`src/rtl/hls_deadlock_pkg.sv`:
```
// Shared types and helpers for the HLS dataflow AXIS deadlock monitor.
// Latency: n/a (types and pure functions only). Backpressure: n/a.
package hls_deadlock_pkg;

   typedef enum logic [1:0] {
      IDLE      = 2'd0,
      SUSPECT   = 2'd1,
      CONFIRMED = 2'd2
   } dl_state_t;

   localparam int DEF_CNT_W = 16;

   // Upper bound on vector width accepted by lowest_set_idx; callers zero-extend.
   localparam int MAX_VEC_W = 64;

   // Index of the lowest set bit, 0 when no bit is set.
   function automatic int lowest_set_idx(input logic [MAX_VEC_W-1:0] vec);
      int idx;
      idx = 0;
      for (int i = MAX_VEC_W - 1; i >= 0; i--) begin
         if (vec[i]) idx = i;
      end
      return idx;
   endfunction

endpackage

```
`src/rtl/hls_deadlock_persist_cnt.sv`:
```
// Persistence counter: counts consecutive qualified-hit cycles, flags the terminal one.
// Latency: done is combinational on qhit and the registered count. Backpressure: none.
// Count restarts whenever qhit drops, while restart is held, or on the terminal cycle.
module hls_deadlock_persist_cnt
   import hls_deadlock_pkg::*;
#(
   parameter int CNT_W = DEF_CNT_W
) (
   input  logic             clock,
   input  logic             reset,
   input  logic             qhit,
   input  logic             restart,
   input  logic [CNT_W-1:0] persist_cycles,
   output logic             done
);

   logic [CNT_W-1:0] pcnt;

   // pcnt holds the number of qualified cycles already seen, so the terminal
   // cycle is the one where the stored count reaches persist_cycles-1.
   assign done = qhit & ~restart & (pcnt == (persist_cycles - CNT_W'(1)));

   always_ff @(posedge clock or posedge reset) begin
      if (reset) begin
         pcnt <= '0;
      end else if (restart || !qhit || done) begin
         pcnt <= '0;
      end else begin
         pcnt <= pcnt + CNT_W'(1);
      end
   end

endmodule

```
`src/rtl/hls_deadlock_axis_monitor.sv`:
```
// AXIS deadlock monitor for one HLS dataflow process: raw block flag plus filtered sticky report.
// Latency: block 1 cycle after hit; confirm PERSIST_CYCLES edges after first qualified hit.
// Backpressure: none (pure observer). Optional snapshot register: HLS_DEADLOCK_SNAPSHOT_EN.
module hls_deadlock_axis_monitor
   import hls_deadlock_pkg::*;
#(
   parameter int                  NUM_AXIS       = 7,
   parameter int                  NUM_INST       = 41,
   parameter int                  NUM_BLK        = 30,
   parameter logic [NUM_AXIS-1:0] WATCH_MASK     = 7'b0111000,
   parameter int                  PERSIST_CYCLES = 16,
   parameter int                  CNT_W          = DEF_CNT_W,
   parameter int                  IDX_W          = $clog2(NUM_AXIS)
) (
   input  logic                clock,
   input  logic                reset,
   input  logic                enable,
   input  logic                clear,
   input  logic [NUM_AXIS-1:0] axis_block_sigs,
   input  logic [NUM_INST-1:0] inst_idle_sigs,
   input  logic [NUM_BLK-1:0]  inst_block_sigs,
   output logic                block,
   output logic                block_confirmed,
   output logic [IDX_W-1:0]    block_idx,
   output logic [CNT_W-1:0]    block_cycles,
   output logic [NUM_AXIS-1:0] block_snapshot
);

   logic [NUM_AXIS-1:0] masked;
   logic                hit;
   logic                all_idle;
   logic                qhit;
   logic                done;
   logic                restart;
   logic                capture;
   logic                count_en;
   dl_state_t           st;
   dl_state_t           st_nxt;

   // Port kept only for drop-in compatibility with the generated wrappers.
   logic unused_inst_block;
   assign unused_inst_block = ^inst_block_sigs;

   assign masked   = axis_block_sigs & WATCH_MASK;
   assign hit      = |masked;
   assign all_idle = &inst_idle_sigs;
   // A region that is entirely idle is drained, not deadlocked.
   assign qhit     = hit & ~all_idle & enable;

   hls_deadlock_persist_cnt #(
      .CNT_W (CNT_W)
   ) u_persist (
      .clock          (clock),
      .reset          (reset),
      .qhit           (qhit),
      .restart        (restart),
      .persist_cycles (CNT_W'(PERSIST_CYCLES)),
      .done           (done)
   );

   always_ff @(posedge clock or posedge reset) begin
      if (reset) begin
         st <= IDLE;
      end else begin
         st <= st_nxt;
      end
   end

   always_comb begin
      st_nxt = st;
      case (st)
         IDLE: begin
            if (qhit) st_nxt = done ? CONFIRMED : SUSPECT;
         end
         SUSPECT: begin
            if (!qhit)     st_nxt = IDLE;
            else if (done) st_nxt = CONFIRMED;
         end
         CONFIRMED: begin
            if (clear) st_nxt = IDLE;
         end
         default: st_nxt = IDLE;
      endcase
   end

   always_comb begin
      restart         = (st == CONFIRMED);
      block_confirmed = (st == CONFIRMED);
      capture         = (st != CONFIRMED) && (st_nxt == CONFIRMED);
      // The clear cycle itself is not counted so the final duration stays readable.
      count_en        = (st == CONFIRMED) && !clear && hit;
   end

   always_ff @(posedge clock or posedge reset) begin
      if (reset) begin
         block <= 1'b0;
      end else begin
         block <= hit;
      end
   end

   always_ff @(posedge clock or posedge reset) begin
      if (reset) begin
         block_idx    <= '0;
         block_cycles <= '0;
      end else if (capture) begin
         block_idx    <= IDX_W'(lowest_set_idx(MAX_VEC_W'(masked)));
         block_cycles <= CNT_W'(1);
      end else if (count_en && (block_cycles != {CNT_W{1'b1}})) begin
         block_cycles <= block_cycles + CNT_W'(1);
      end
   end

`ifdef HLS_DEADLOCK_SNAPSHOT_EN
   logic [NUM_AXIS-1:0] snap_q;

   always_ff @(posedge clock or posedge reset) begin
      if (reset) begin
         snap_q <= '0;
      end else if (capture) begin
         snap_q <= masked;
      end
   end

   assign block_snapshot = snap_q;
`else
   assign block_snapshot = '0;
`endif

endmodule

```
`config.mk`:
```
export PLATFORM = sky130hd
export DESIGN_NAME = hls_deadlock_axis_monitor
export DESIGN_NICKNAME = d
export VERILOG_FILES = /design/src/rtl/hls_deadlock_pkg.sv /design/src/rtl/hls_deadlock_persist_cnt.sv /design/src/rtl/hls_deadlock_axis_monitor.sv
export SDC_FILE = /design/constraint.sdc
export NUM_CORES = 1
export LEC_CHECK = 0
export CORE_ASPECT_RATIO = 0.7
export CORE_MARGIN = 2
export CORE_UTILIZATION = 39
export DETAILED_ROUTE_END_ITERATION = 12
export PLACE_DENSITY_LB_ADDON = 0.08
export SETUP_SLACK_MARGIN = 0.5
export SYNTH_ARGS = -nofsm -noshare
export SYNTH_HDL_FRONTEND = slang
export SYNTH_SLANG_ARGS = --single-unit
```
`constraint.sdc`:
```
create_clock -name clock -period 2.1 [get_ports clock]
set_input_delay 0.42 -clock clock [delete_from_list [all_inputs] [get_ports clock]]
set_output_delay 0.42 -clock clock [all_outputs]
set_load 0.01 [all_outputs]
```
After elaboration in Yosys (flattened, before gate mapping)
Cells that the tools add are included.

storage, ports and cells
  flip-flop bits (word level) = 38
  input bits = 82
  output and inout bits = 28
  word-level logic and storage cells = 43

cells by class
  add/sub/neg operators = 2
  equal/unequal tests = 6
  multiplexer cells = 12
  bitwise operators = 6
  reduce and logical (&&, ||, !) cells = 12

operators by type and width
  cell                                                                     count
  16-bit two-way mux                                                       3
  41-bit AND reduction                                                     1
  16-bit by 1-bit adder with 16-bit output (second input constant)         2
  16-bit by 4-bit equality test with 1-bit output (second input constant)  1
  16-bit inequality test (second input constant)                           1
  2-bit two-way mux                                                        5
  3-bit two-way mux                                                        3
  2-bit case mux with 3 select lines                                       1
  1-bit bitwise AND                                                        4
  2-bit equality test (second input constant)                              2
  1-bit logical AND                                                        4
  3-bit OR reduction                                                       1
  2-bit by 1-bit equality test with 1-bit output (second input constant)   1
  1-bit logical NOT                                                        2
  2-bit logical NOT                                                        1
  1-bit logical OR                                                         2
  2-bit inequality test (second input constant)                            1
  1-bit NOT                                                                2
  2-bit nonzero test                                                       1

Longest topological paths before layout
  depth after elaboration = 12
  mapped depth = 7
  gate-level depth less buffers = 6

Modules after synthesis
A second synthesis with hierarchy kept.

unflattened totals
  cell total of the unflattened synthesis = 292
  area, all modules = 2,681.3 µm²

by module, submodules not included
  module                     instances  cells each  area an instance (µm²)  sequential area each (µm²)
  hls_deadlock_persist_cnt   1          154         1,373.8                 400.4
  hls_deadlock_axis_monitor  1          138         1,307.5                 550.5

Worst setup path before layout
No wires, ideal clock.

  kind = register to register
  from = reg u_persist.pcnt[0]
  to = reg block_idx[1]
  setup time = 125 ps
  arrival = 1,709 ps
  data required time = 1,975 ps
  setup slack = 266 ps
  cell stages (with the launch flop) = 6
  clock period less this slack = 1,834 ps
  cell sequence = dfrtp_1 ha_1 and3_1 nand4_1 nor4b_4 mux2_2

between the ends
  longest elaborated chain between the ends = 7
  elaborated cells between the ends (all ways) = 9

ends and longest elaborated chain
  what                                               line                                                              source
  start: declaration                                 hls_deadlock_persist_cnt.sv:17                                    logic [CNT_W-1:0] pcnt;
  start signal: assignment                           hls_deadlock_persist_cnt.sv:29                                    pcnt <= pcnt + CNT_W'(1);
  16-bit by 4-bit equality test with 1-bit output *  hls_deadlock_persist_cnt.sv:21                                    assign done = qhit & ~restart & (pcnt == (persist_cycles - CNT_W'(1)));
  1-bit bitwise AND *                                hls_deadlock_persist_cnt.sv:21
  2-bit two-way mux (on tied branches)               hls_deadlock_axis_monitor.sv:77, hls_deadlock_axis_monitor.sv:73
  2-bit two-way mux (on tied branches)               hls_deadlock_axis_monitor.sv:76, hls_deadlock_axis_monitor.sv:73
  2-bit case mux with 3 select lines *               hls_deadlock_axis_monitor.sv:71                                   case (st)
  2-bit equality test *                              hls_deadlock_axis_monitor.sv:89                                   capture = (st != CONFIRMED) && (st_nxt == CONFIRMED);
  1-bit logical AND *                                hls_deadlock_axis_monitor.sv:89
  end signal: assignment                             hls_deadlock_axis_monitor.sv:107                                  block_idx <= IDX_W'(lowest_set_idx(MAX_VEC_W'(masked)));
  end: declaration                                   hls_deadlock_axis_monitor.sv:24                                   output logic [IDX_W-1:0] block_idx,

Mark *: on every way between the ends. The rest lies on a longest branch, timed or not.
A chain may end at the register's enable or synchronous reset.

Worst setup path after layout
  from = reg st[1]
  to = reg block_cycles[9]

between the ends
  longest elaborated chain between the ends = 10
  elaborated cells between the ends (all ways) = 20

ends and longest elaborated chain
  what                                                             line                                                                                               source
  start: declaration                                               hls_deadlock_axis_monitor.sv:37                                                                    dl_state_t st;
  start signal: assignment                                         hls_deadlock_axis_monitor.sv:65                                                                    st <= st_nxt;
  2-bit equality test                                              hls_deadlock_axis_monitor.sv:71, hls_deadlock_axis_monitor.sv:87, hls_deadlock_axis_monitor.sv:91
  1-bit NOT                                                        hls_deadlock_persist_cnt.sv:21
  1-bit bitwise AND (2 in a row)                                   hls_deadlock_persist_cnt.sv:21
  2-bit two-way mux (on tied branches)                             hls_deadlock_axis_monitor.sv:77, hls_deadlock_axis_monitor.sv:73
  2-bit two-way mux (on tied branches)                             hls_deadlock_axis_monitor.sv:76, hls_deadlock_axis_monitor.sv:73
  2-bit case mux with 3 select lines                               hls_deadlock_axis_monitor.sv:71
  2-bit equality test                                              hls_deadlock_axis_monitor.sv:89
  1-bit logical AND                                                hls_deadlock_axis_monitor.sv:89
  16-bit two-way mux / 2-bit nonzero test (equally long branches)  --
  end signal: assignment                                           hls_deadlock_axis_monitor.sv:110                                                                   block_cycles <= block_cycles + CNT_W'(1);
  end: declaration                                                 hls_deadlock_axis_monitor.sv:25                                                                    output logic [CNT_W-1:0] block_cycles,

Parallel ways exist; a longest one is shown, timed or not.

==> metrics.yaml <==
synth:
  yosysWarnings: 0
  syn-cell-area_um2: 2090
  syn_inst: 213
  synth-seq-cells: 38
  yosysSeqAreaShare: 0.456
  synth_cell_types: 37
  avgSynthCellArea_um2: 9.79
critical_path:
  startpoint_type: "flop"
  critPathMaxFanout: 6
  end_kind: "flop"
  crit_type: "reg -> reg"
  crit_arrival_ns: 2.01
  worstPathRequired_ns: 2.28
sta:
  fmax_ghz: 0.548
  finalHoldViolCount: 0
  clock_skew_ns: 0.00698
  hold_ws_ns: 0.517
  slew_viol_final: 0
  min_period_over_period: 0.869
  setup-violations-final: 0
  fin_setup_tns_ns: 0
  finalCriticalPeriod_ns: 1.83
  rsz0062_at_grt: "yes"
die:
  io-pin-count: 110
  die_h_um: 65.2
  coreArea_um2: 5200
  start_util: 0.401
  die_area_um2: 5960
  num_rows: 22
  die_width_um: 91.4
routing:
  dr.pass1.iters: 4
  drt-vias-per-instance: 4.91
  post-route-drc-count: 0
  wire_per_inst_um: 14.4
  routed_wirelength_mm: 5.88
  vias: 2009
  first_iter_violations: 81
  antenna_left: 0
worst_hold_path:
  hp-class: "reg -> reg"
global_route:
  grt_antenna_before_repair: 0
  grt_pass1_wl_mm: 9.32
  grt_pass1_vias: 1951
  grt_use_total: 0.201
  gr-total-overflow: 0
  grt_max_degree: 39
placed_design:
  dp_hpwl_mm: 3.93
  postPlaceCellArea_um2: 3080
  portBuffers: 68
  finalWeightedCongestion: 0.759
  post-place-cells: 378
finish:
  mostFrequentLayoutCell: "dlygate4sd2_1"
  nets: 420
  layout_common_cells: "48 x dlygate4sd2_1, 41 x buf_4, 33 x dfrtp_1, 16 x nor2_4, 15 x nand4_1"
  antennaDiodeCount: 0
  fin_area_um2: 3680
  instances_no_fill: 409
  area_growth_pct: 76.4
  final_layout_size_suffix_gt1_frac: 0.371
cts:
  htreeDepth: 2
  cts.sink_count: 38
  numCtsBuffers: 5
  clockBufferDepth: 2
  root_buffer: "clkbuf_8"
  clkSlewWorstSetupHoldPaths_ns: 0.07
  cts_tree: "yes"
  worstSkewPairLatency_ns: 0.29
pwr:
  power.leakage_nw: 1.76
  power_density_nw_per_um2: 408
  peakVddDrop_mv: 0.422
status:
  status: "completed"
job:
  drv_cap: 0
registers in the layout (all words and copies together) (netlist names):
| name | cells |
|---|---|
| block_cycles | 16 |
| block_idx | 3 |
| st | 2 |
| u_persist.pcnt | 16 |
| block | 1 |
worst max-delay path, cell delays in order, from the launching register on:
cell and delay, ns:
dfrtp_1 0.38, buf_6 0.10, or3b_4 0.41, nor4b_4 0.29, buf_4 0.20, nand3_2 0.09, xor2_1 0.20, nor2_2 0.05
per-stage QoR:
stage	setup slack, ns	util	power, W
floorplan	0.302	-	0.000837
global placement	-0.339	0.593	0.000969
detailed placement	-0.313	0.593	0.000971
CTS	0.280	0.658	0.00149
global route	0.179	0.707	0.00157
finish	0.274	0.707	0.00150
cells in the mapped netlist:
cell | count | share of area
dfrtp_1 | 38 | 0.46
nor2_1 | 32 | 0.058
nand4_1 | 15 | 0.045
xor2_1 | 14 | 0.059
nand2_1 | 13 | 0.023
nand3_1 | 12 | 0.029
and3_1 | 10 | 0.030
xnor2_1 | 9 | 0.038
buf_4 | 7 | 0.025
inv_1 | 7 | 0.013
a21oi_1 | 6 | 0.014
nor3_1 | 6 | 0.014
nor4_1 | 5 | 0.015
mux2i_1 | 4 | 0.019
o211ai_1 | 4 | 0.014
and4_1 | 3 | 0.013
and2_1 | 2 | 0.0060
clkbuf_1 | 2 | 0.0036
ha_1 | 2 | 0.012
nor2_2 | 2 | 0.0060
nor4b_4 | 2 | 0.023
o21ai_0 | 2 | 0.0048
or3_1 | 2 | 0.0060
a2111oi_4 | 1 | 0.013
a211oi_1 | 1 | 0.0036
a211oi_2 | 1 | 0.0060
buf_2 | 1 | 0.0024
conb_1 | 1 | 0.0018
mux2_2 | 1 | 0.0054
nand2b_1 | 1 | 0.0030
nand4bb_4 | 1 | 0.013
nor2b_1 | 1 | 0.0030
nor3_2 | 1 | 0.0048
nor4b_1 | 1 | 0.0042
o21ai_2 | 1 | 0.0042
or3b_4 | 1 | 0.0054
or4_1 | 1 | 0.0036
final timing paths:
path                               from               end  depth (start not counted)  slack (ns)
max                               st[1]   block_cycles[9]                          7        0.27
min                        block_idx[1]      block_idx[1]                          1        0.52
max reg2reg                       st[1]   block_cycles[9]                          7        0.27
min reg2reg                block_idx[1]      block_idx[1]                          1        0.52
max in group asynchronous         reset  block_cycles[15]                          3        1.19
min in group asynchronous         reset  block_cycles[11]                          3        0.53
cells by family after synthesis:
family	after synthesis	share of synthesized area
and+or+nand+nor	111	0.305
DFF	38	0.456
xor gates and xnor gates	23	0.0966
buffers and inverters	17	0.0438
AOI/OAI and AO/OA	16	0.0606
muxes	5	0.0246
adders and majority gates	2	0.0120
other	1	0.00180
area by class of cell:
type / instances / area (um2)
Clock buffer: 7 / 86.3
Clock inverter: 1 / 5.00
Fill cell: 405 / 1520
Inverter: 7 / 26.3
Multi-Input combinational cell: 164 / 1390
Sequential cell: 38 / 957
Tap cell: 72 / 90.1
Timing Repair Buffer: 120 / 1120
power by group:
group	switching (W)	leakage [nW]	internal, W
clock	0.000256	0.0482	0.000265
sequential	0.0000131	0.503	0.000747
combinational	0.0000999	1.21	0.000121
layer usage:
layer / vias to the layer above / GRT usage / wire length (um)
met3: 5 / 0.0516 / 370
met4: 0 / 0.0682 / 59
met2: 66 / 0.302 / 2530
met5: - / 0 / 0
met1: 945 / 0.284 / 2920
li1: 993 / - / -
repair_timing:
action                                 CTS  global route
cloned                                   1             0
hold buffers                             0             0
endpoints found under the hold margin    0             0
pin swaps                               29            24
setup buffers                           15             7
resized for setup                       90            56
setup endpoints to repair               56            38
No activity file was read; power rests on OpenSTA's default activity.
